===== src/rtl/apb_arbiter_master.sv =====
`default_nettype none
// +--------------------------------------------------------------------+
// | apb_arbiter_master: two-requester round-robin APB master with a      |
// | bounded wait on pready. Revision: 1.0                                |
// +--------------------------------------------------------------------+
module apb_arbiter_master #(
  parameter int ADDR_W  = 3,
  parameter int DATA_W  = 8,
  parameter int TIMEOUT = 16
) (
  input  logic                  clk,
  input  logic                  rst,
  input  logic [1:0]            req_valid,
  input  logic [1:0]            req_write,
  input  logic [2*ADDR_W-1:0]   req_addr,
  input  logic [2*DATA_W-1:0]   req_wdata,
  output logic [1:0]            req_done,
  output logic [DATA_W-1:0]     rsp_rdata,
  output logic                  rsp_err,
  output logic                  psel,
  output logic                  penable,
  output logic                  pwrite,
  output logic [ADDR_W-1:0]     paddr,
  output logic [DATA_W-1:0]     pwdata,
  input  logic [DATA_W-1:0]     prdata,
  input  logic                  pready,
  input  logic                  pslverr
);

  localparam int CNT_W = (TIMEOUT > 1) ? $clog2(TIMEOUT + 1) : 1;

  localparam logic [1:0] S_IDLE   = 2'd0;
  localparam logic [1:0] S_SETUP  = 2'd1;
  localparam logic [1:0] S_ACCESS = 2'd2;
  localparam logic [1:0] S_DONE   = 2'd3;

  logic [1:0]        state_q, state_d;
  logic              last_q, last_d;
  logic [CNT_W-1:0]  wcnt_q, wcnt_d;
  logic              psel_q, psel_d;
  logic              penable_q, penable_d;
  logic              pwrite_q, pwrite_d;
  logic [ADDR_W-1:0] paddr_q, paddr_d;
  logic [DATA_W-1:0] pwdata_q, pwdata_d;
  logic [1:0]        done_q, done_d;
  logic [DATA_W-1:0] rdata_q, rdata_d;
  logic              err_q, err_d;

  logic w_grant;
  logic w_timeout;

  // The requester not granted last wins a tie; a lone request always wins.
  assign w_grant   = (req_valid == 2'b11) ? ~last_q : req_valid[1];
  assign w_timeout = (TIMEOUT != 0) && !pready && (wcnt_q == CNT_W'(TIMEOUT - 1));

  always_ff @(posedge clk) begin
    if (rst) begin
      state_q <= S_IDLE;
    end else begin
      state_q <= state_d;
    end
  end

  always_comb begin
    state_d = state_q;
    case (state_q)
      S_IDLE:   if (|req_valid) state_d = S_SETUP;
      S_SETUP:  state_d = S_ACCESS;
      S_ACCESS: if (pready || w_timeout) state_d = S_DONE;
      S_DONE:   state_d = S_IDLE;
      default:  state_d = S_IDLE;
    endcase
  end

  always_comb begin
    last_d    = last_q;
    pwrite_d  = pwrite_q;
    paddr_d   = paddr_q;
    pwdata_d  = pwdata_q;
    rdata_d   = rdata_q;
    err_d     = err_q;
    wcnt_d    = '0;
    psel_d    = (state_d == S_SETUP) || (state_d == S_ACCESS);
    penable_d = (state_d == S_ACCESS);
    done_d    = {(state_d == S_DONE) && last_q, (state_d == S_DONE) && !last_q};
    if (state_q == S_IDLE && |req_valid) begin
      last_d   = w_grant;
      pwrite_d = w_grant ? req_write[1] : req_write[0];
      paddr_d  = w_grant ? req_addr[ADDR_W +: ADDR_W] : req_addr[0 +: ADDR_W];
      pwdata_d = w_grant ? req_wdata[DATA_W +: DATA_W] : req_wdata[0 +: DATA_W];
    end
    if (state_q == S_ACCESS) begin
      wcnt_d = wcnt_q + 1'b1;
      if (pready) begin
        rdata_d = pwrite_q ? '0 : prdata;
        err_d   = pslverr;
      end else if (w_timeout) begin
        rdata_d = '0;
        err_d   = 1'b1;
      end
    end
  end

  always_ff @(posedge clk) begin
    if (rst) begin
      last_q    <= 1'b1;
      wcnt_q    <= '0;
      psel_q    <= 1'b0;
      penable_q <= 1'b0;
      pwrite_q  <= 1'b0;
      paddr_q   <= '0;
      pwdata_q  <= '0;
      done_q    <= 2'b00;
      rdata_q   <= '0;
      err_q     <= 1'b0;
    end else begin
      last_q    <= last_d;
      wcnt_q    <= wcnt_d;
      psel_q    <= psel_d;
      penable_q <= penable_d;
      pwrite_q  <= pwrite_d;
      paddr_q   <= paddr_d;
      pwdata_q  <= pwdata_d;
      done_q    <= done_d;
      rdata_q   <= rdata_d;
      err_q     <= err_d;
    end
  end

  assign psel      = psel_q;
  assign penable   = penable_q;
  assign pwrite    = pwrite_q;
  assign paddr     = paddr_q;
  assign pwdata    = pwdata_q;
  assign req_done  = done_q;
  assign rsp_rdata = rdata_q;
  assign rsp_err   = err_q;

endmodule
`default_nettype wire


===== config.mk =====
export PLATFORM = sky130hd
export DESIGN_NAME = apb_arbiter_master
export DESIGN_NICKNAME = d
export VERILOG_FILES = /design/src/rtl/apb_arbiter_master.sv
export SDC_FILE = /design/constraint.sdc
export NUM_CORES = 1
export LEC_CHECK = 0
export ABC_AREA = 1
export CELL_PAD_IN_SITES_DETAIL_PLACEMENT = 1
export CELL_PAD_IN_SITES_GLOBAL_PLACEMENT = 1
export CORE_ASPECT_RATIO = 0.5
export CORE_MARGIN = 2
export CORE_UTILIZATION = 29
export CTS_BUF_LIST = sky130_fd_sc_hd__clkbuf_4
export CTS_CLUSTER_SIZE = 14
export DETAILED_ROUTE_END_ITERATION = 10
export GPL_ROUTABILITY_DRIVEN = 0
export PLACE_DENSITY_LB_ADDON = 0.1
export SETUP_SLACK_MARGIN = 0.5
export SLEW_MARGIN = 40
export SYNTH_ARGS = -nofsm -noshare
export SYNTH_HDL_FRONTEND = slang
export SYNTH_SLANG_ARGS = --single-unit

===== constraint.sdc =====
create_clock -name clk -period 2.25 [get_ports clk]
set_clock_uncertainty 0.1 [all_clocks]
set_input_delay 0.225 -clock clk [delete_from_list [all_inputs] [get_ports clk]]
set_output_delay 0.225 -clock clk [all_outputs]
set_load 0.02 [all_outputs]

==> impl_results.md, run 1 <==
* Startpoint Class: flop
* Layout Nets at approximately 320
* Worst-skew pair later-pin latency at roughly 0.32 ns
* Pwr Total at approximately 2.4 mW
* Max VDD drop at ~340 uV
* Synthesized Nets at around 250
* Row count at 18
* Post-layout util at between 40% and 50%
* Yosys cell types at 20
* Yosys warns at 0
* Setup slack at placement at ~0.31 ns
* Die H at between 50 and 60 um
* Tmin final at 1.74 ns
* CTS tree: done
* Max Cap Violations at 0
* Layout cells sized above 1 at a little over a tenth
* Syn-to-layout area delta at 58.6%
* Xor/xnor share of the synthesized area at 0%
* Synth Area in Simple Gates at between 20% and 30%
* Multi-input gate area at 723 sq um
* DRC viols at 0
* Routed wire length at between 4 and 5 mm
* Multiplexer share of the synthesized area at 0%
* H-tree depth at 2
* Starting Density at between 20% and 30%
* Post-synthesis sequential area ratio at between 40 and 50%
* Post-Syn Area at ~1500 sq um
* Crit share post-route at between 70% and 80%
* PD cells at roughly 1000 nW/um^2
* Detail Route Antenna Nets at 0
* Number of DRC markers after the initial detailed-route iteration at 12
* WS Path Type: flop to flop
* Largest net degree at the start of global routing at 26
* Initial DRT Pass Iterations at 4
* DP Wirelength at ~2.9 mm
* Avg Cell Area, Syn at a little over 7 sq um
* Worst EP arrival at between 1.5 and 2 ns
* Largest family of logic cells by synthesized area: simple AND/OR/NAND/NOR gates
* IO buf count at 62
* Wirelength per Cell at 11.9 um
* Initial antenna violation count at 0
* CORE AREA at between 4000 and 5000 sq um
* Setup TNS at 0 ns
* Hold WS at 0.350 ns
* Crit path setup slack, layout at 0.511 ns
* Syn Inst Count at between 200 and 250
* CP endpoint kind: flop
* Die area at roughly 5700 sq um
* Worst-margin pin slew at approximately 0.45 ns
* Hold crit path type: flop to flop
* Adder-cell share of the synthesized area at roughly 6.0%
* Total clock sinks at 33
* Global-route usage over all layers at between 10% and 20%
* Antenna diodes at 0
* Top-level port count at between 60 and 70
* Root buffer cell: clkbuf_4
* Clock Tree Buf Depth at 2
* CP max FO at 3
* Max-slew violation count at 0
* Pleak at 0.976 nW
* Reg clk slew, reported paths at ~0.10 ns
* Fillers at 637
* Register area at around 670 sq um
* DR vias at 1508
* Max Freq at 0.575 GHz
* Final setup fails at 0
* Slew Limit Headroom at 69.7%
* RSZ-0062 raised after global routing: yes
* Die Wd at roughly 100 um
* #FFs+latches synth at 33
* Compound-Gate Fraction of Synth Area at 9.54%
* Vias per cell at between 4 and 5
* Final Hold Viols at 0
* Vias in the first global route at approximately 1400
* Num CTS Buffers at 5
* Data required time of the worst path at around 2.4 ns
* Total grt overflow at 0
* Status: completed
* Hold Path Stages at 1
* R2R depth at 11
* First-pass GRT wire length at approximately 6.5 mm
cells in the final DEF, fill, tap and decap left out:
cell	instances
inv_1	25
dfxtp_1	31
o211ai_1	1
nor3b_1	1
dfxtp_4	1
ha_2	1
ha_1	4
nand4_1	7
clkdlybuf4s50_1	62
buf_4	8
clkbuf_4	6
nor2_4	2
a21oi_1	9
nand2_2	4
o21ai_1	12
o21ai_4	1
dfxtp_2	1
bufinv_16	1
o21ai_0	3
nor2_2	2
nor2_1	51
clkinv_1	1
ha_4	2
nand3_1	3
o21bai_1	1
nand2_1	37
cells in the mapped netlist:
| cell type | n | share of area, % |
|---|---|---|
| inv_1 | 25 | 6.4 |
| nand2_1 | 40 | 10 |
| nor3b_1 | 1 | 0.51 |
| nand3_1 | 3 | 1.0 |
| o21ai_1 | 13 | 4.4 |
| clkbuf_2 | 1 | 0.34 |
| clkbuf_1 | 1 | 0.26 |
| nor2_4 | 1 | 0.77 |
| buf_2 | 1 | 0.34 |
| a21oi_1 | 9 | 3.1 |
| o211ai_1 | 1 | 0.51 |
| buf_4 | 5 | 2.6 |
| ha_1 | 7 | 6.0 |
| o21bai_1 | 1 | 0.51 |
| nand4_1 | 7 | 3.0 |
| nand2_2 | 1 | 0.43 |
| nor2_1 | 52 | 13 |
| nor2_2 | 1 | 0.43 |
| o21ai_0 | 3 | 1.0 |
| dfxtp_1 | 33 | 45 |
power breakdown:
part / switching, mW / internal (mW)
clock: 0.205 / 0.243
combinational: 0.654 / 0.511
sequential: 0.0897 / 0.738
total: 0.948 / 1.49
critical path: stages, from the launching register on:
cell	delay, ns
dfxtp_4	0.37
ha_4	0.16
nand2_2	0.06
nor2_2	0.04
ha_2	0.20
o21ai_4	0.17
nand2_2	0.06
nand2_2	0.08
inv_1	0.05
ha_1	0.26
inv_1	0.06
nor2_1	0.04
final cells by class:
cell class                      instances  area share (%)
Timing Repair Buffer                   70            29.2
Clock buffer                            6            1.93
Sequential cell                        33            28.6
Inverter                               25            4.03
Tap cell                               70            3.76
Clock inverter                          2            1.45
Multi-Input combinational cell        141            31.0
worst paths after layout:
check	slack (ns)	end	from
max	0.51	psel	wcnt_q[0]
min	0.35	wcnt_q[0]	wcnt_q[0]
max reg2reg	0.51	psel	wcnt_q[0]
min reg2reg	0.35	wcnt_q[0]	wcnt_q[0]
logic make-up (layout without fill, tap and decap cells):
| kind of cell | count (synthesis) | count (layout) |
|---|---|---|
| simple gates | 106 | 107 |
| flops | 33 | 33 |
| buf+inv | 33 | 103 |
| compound gates | 27 | 27 |
| fa+ha+maj | 7 | 7 |
through the flow:
stage,cells,instance area (sq um)
after floorplan,206,1490
after global placement,333,2160
after detailed placement,333,2160
after CTS,344,2270
after global routing,347,2330
final,347,2330
routing by layer:
metal / track usage [%] / wire, um / up-vias / part of all wire [%]
met5: 0 / 0 / - / 0
met4: 4.00 / 14 / 0 / 0.34
met3: 4.52 / 176 / 2 / 4.3
met2: 25.7 / 1960 / 34 / 48
met1: 18.1 / 1970 / 694 / 48
li1: - / - / 778 / -
repair_timing:
action	4_1_cts	5_1_grt
gates resized for setup	4	7
endpoints found under the hold margin	0	0
gates cloned	0	1
setup buffers	3	2
pin swaps	4	5
hold buffers	0	0
setup endpoints to repair	4	16
sequential cells by signal, indices dropped and copies added (netlist names):
signal	cells
last_q	1
paddr	3
penable	1
psel	1
pwdata	8
pwrite	1
req_done	2
rsp_err	1
rsp_rdata	8
state_q	2
wcnt_q	5
No activity file was read; power rests on OpenSTA's default activity.
==> inputs of run 2 (changes only) <==
- CORE_UTILIZATION: 29 -> 27
- clock period: 2.25 -> 1.4 ns (I/O delays scaled with it)
==> run 2 against run 1 <==
  * The flow now finishes with violations (setup timing)
  * Highest routed layer unchanged
  * Critical path type unchanged
  * Register-to-register slack lost 0.79 ns
  * Critical path depth is the same
  * Core utilization rose by 12 points
  * Clock-buffer cell count is the same
  * Global-route usage increased by 1.2 points
==> impl_results.md, run 2 (synthesis gave the netlist of run 1 again) <==
* Total clock sinks at 33 (unchanged)
* Global-route usage over all layers at 15.9% (+1.2 points)
* Worst r2r dst: penable
* RR Startpoint: wcnt_q[0]
* DP Wirelength at 2.98 mm (+4.4%)
* Max VDD drop at 637 uV (+90%)
* Largest net degree at the start of global routing at 25 (-3.8%)
* Worst reg-to-reg setup slack at -0.28 ns (-0.79 ns)
* Initial DRT Pass Iterations at 4 (unchanged)
* Max Cap Violations at 0 (unchanged)
* Max Freq at 0.595 GHz (+3.5%)
* Num CTS Buffers at 5 (unchanged)
* Status: finished, violations left
* Syn-to-layout area delta at 105%
* Final setup fails at 26 (+26)
* PD cells at 1770 nW/um^2 (+69%)
* Clock share of power at 14.0% (-4.4 points)
* Sw Pwr at 2.04 mW (+120%)
* Starting Density at 28.9% (-1.1 points)
* CP max FO at 2 (-1)
* Detail Route Antenna Nets at 0 (unchanged)
* Die Wd at 108 um (+3.5%)
* Hold crit path type: primary input to flop
* Final Cell Area at 3010 sq um (+29%)
* DRC viols at 0 (unchanged)
* Routed wire length at 5.09 mm (+24%)
* Tmin final at 1.68 ns (-0.0595 ns)
* Sw Share at 38.4% (-0.46 points)
* Pleak at 1.34 nW (+37%)
* Layout cells sized above 1 at 53.2% (+43 points)
* Crit path setup slack, layout at -0.279 ns (-0.791 ns)
* Post-DP Area at 2370 sq um (+9.4%)
* Final Hold Viols at 0 (unchanged)
* CP endpoint kind: flop
* WS Path Type: flop to flop
* Hold Path Stages at 3 (+2)
* Hold_buf cts at 0 (unchanged)
* Int Power at 3.27 mW (+120%)
* Clock Tree Buf Depth at 2 (unchanged)
* CORE AREA at 5090 sq um (+3.7%)
* Reg clk slew, reported paths at 0.12 ns (+0.02 ns)
* Cell Chain, Critical Path: ha_4 > nand2_4 > nor2_4 > ha_4 > o21ai_4 > nand2_2 > nand2_2 > buf_4 > ha_2 > inv_1 > nor2_1
* CTS tree: done
* Data required time of the worst path at 1.57 ns (-0.81 ns)
* Reg power frac at 26.8% (-7.1 points)
* RSZ-0062 raised after global routing: yes
* Row count at 18 (unchanged)
* Min-delay src: prdata[4]
* Crit share post-route at 120% (+43 points)
* Worst-margin pin slew at 0.283 ns (-0.170 ns)
* Root buffer cell: clkbuf_4
* Worst-skew pair later-pin latency at 0.35 ns (+0.03 ns)
* Max-slew violation count at 0 (unchanged)
* Worst EP arrival at 1.85 ns (-0.02 ns)
* IO buf count at 62 (unchanged)
* Antenna diodes at 0 (unchanged)
* Most frequent cells in the layout: clkdlybuf4s50_1 (37), nor2_1 (34), buf_6 (33)
* Commonest non-fill, non-tap cell in the layout: clkdlybuf4s50_1
* Comb pwr share at 59.2% (+12 points)
* Vias per cell at 4.53 (+4.3%)
* Slew Limit Headroom at 81.1% (+11 points)
* First-pass GRT wire length at 7.69 mm (+18%)
* Critical-path top delay cell: dfxtp_2
* Pwr Total at 5.32 mW (+120%)
* H-tree depth at 2 (unchanged)
* WHS Endpoint: rsp_rdata[4]
* R2R depth at 11 (unchanged)
* Vias in the first global route at 1713 (+21%)
* Initial antenna violation count at 0 (unchanged)
* DR vias at 1713 (+14%)
* Startpoint Class: flop
* Die area at 6080 sq um (+7.0%)
* Wirelength per Cell at 13.5 um (+14%)
* Number of DRC markers after the initial detailed-route iteration at 69 (+57)
* Layout Nets at 352 (+9.7%)
* Top-level port count at 63 (unchanged)
* Failing checks: setup timing
* Crit-path max cell delay at 0.36 ns (about the same)
* Die H at 56.2 um (+3.4%)
* Total grt overflow at 0 (unchanged)
[run 2: cell count changes in the layout (fill, tap and decap cells not counted), moves of 4 or more]
cell             change
buf_4               +17
buf_6               +33
clkdlybuf4s50_1     -25
dfxtp_1             -26
dfxtp_2             +26
inv_1                -6
inv_2                +4
nand2_1             -22
nand2_2              +8
nand2_4             +14
nor2_1              -17
nor2_2               +9
nor2_4               +7
[run 2: how the worst max path moves through the flow]
| stage | start | to | slack, ns | cells after the start |
|---|---|---|---|---|
| 3_3_place_gp | wcnt_q[1] | psel | -0.25 | 11 |
| 6_report | wcnt_q[0] | penable | -0.28 | 11 |
| 4_1_cts | wcnt_q[0] | psel | -0.21 | 11 |
| 3_5_place_dp | wcnt_q[1] | psel | -0.30 | 11 |
| 5_1_grt | wcnt_q[0] | penable | -0.36 | 11 |
| 2_1_floorplan | wcnt_q[0] | psel | -0.30 | 11 |
[run 2: final cells by class]
type / instances / area (sq um)
repair buffers: 102 / 1070
flip-flops and latches: 33 / 698
fillers: 605 / 2080
well taps: 70 / 87.6
inverters: 25 / 98.8
clock inverters: 2 / 33.8
multi-input cells: 140 / 977
clock buffers: 6 / 45.0
[run 2: worst max-delay path: cells and delay by family, from the launching register on]
family | cells | cell delay (ns)
buffers and inverters | 2 | 0.16
adders and majority gates | 3 | 0.49
AOI/OAI and AO/OA | 1 | 0.14
DFF | 1 | 0.36
and+or+nand+nor | 5 | 0.36
[run 2: power by group through the flow]
stage	registers [mW]	clock network, mW	logic [mW]
after global placement	1.35	0	2.03
after CTS	1.42	0.754	2.57
after detailed placement	1.36	0	2.09
after floorplan	1.58	0	1.02
final	1.42	0.743	3.15
after global routing	1.46	0.804	3.42
[run 2: repair_timing]
action / 4_1_cts / 5_1_grt
setup buffers: 11 / 10
pin swaps: 28 / 34
gates cloned: 0 / 3
gates resized for setup: 213 / 42
endpoints found under the setup margin: 58 / 58
[run 2: stage by stage]
stage | setup WS [ns] | TNS, ns | cells | util, % | hold slack [ns]
CTS | -0.210 | -2.00 | 365 | 53.5 | 0.291
floorplan | -0.303 | -0.855 | 206 | - | 0.109
global placement | -0.253 | -2.43 | 346 | 46.5 | 0.349
finish | -0.279 | -3.68 | 378 | 59.1 | 0.282
global route | -0.362 | -5.39 | 378 | 59.1 | 0.288
detailed placement | -0.298 | -3.23 | 346 | 46.5 | 0.353
[run 2: metal layers]
metal / wire length [um] / track usage [%] / up-vias
met5: 0 / 0 / -
met4: 42 / 3.11 / 0
met3: 248 / 4.45 / 7
met2: 2680 / 30.2 / 44
met1: 2120 / 17.7 / 815
li1: - / - / 847
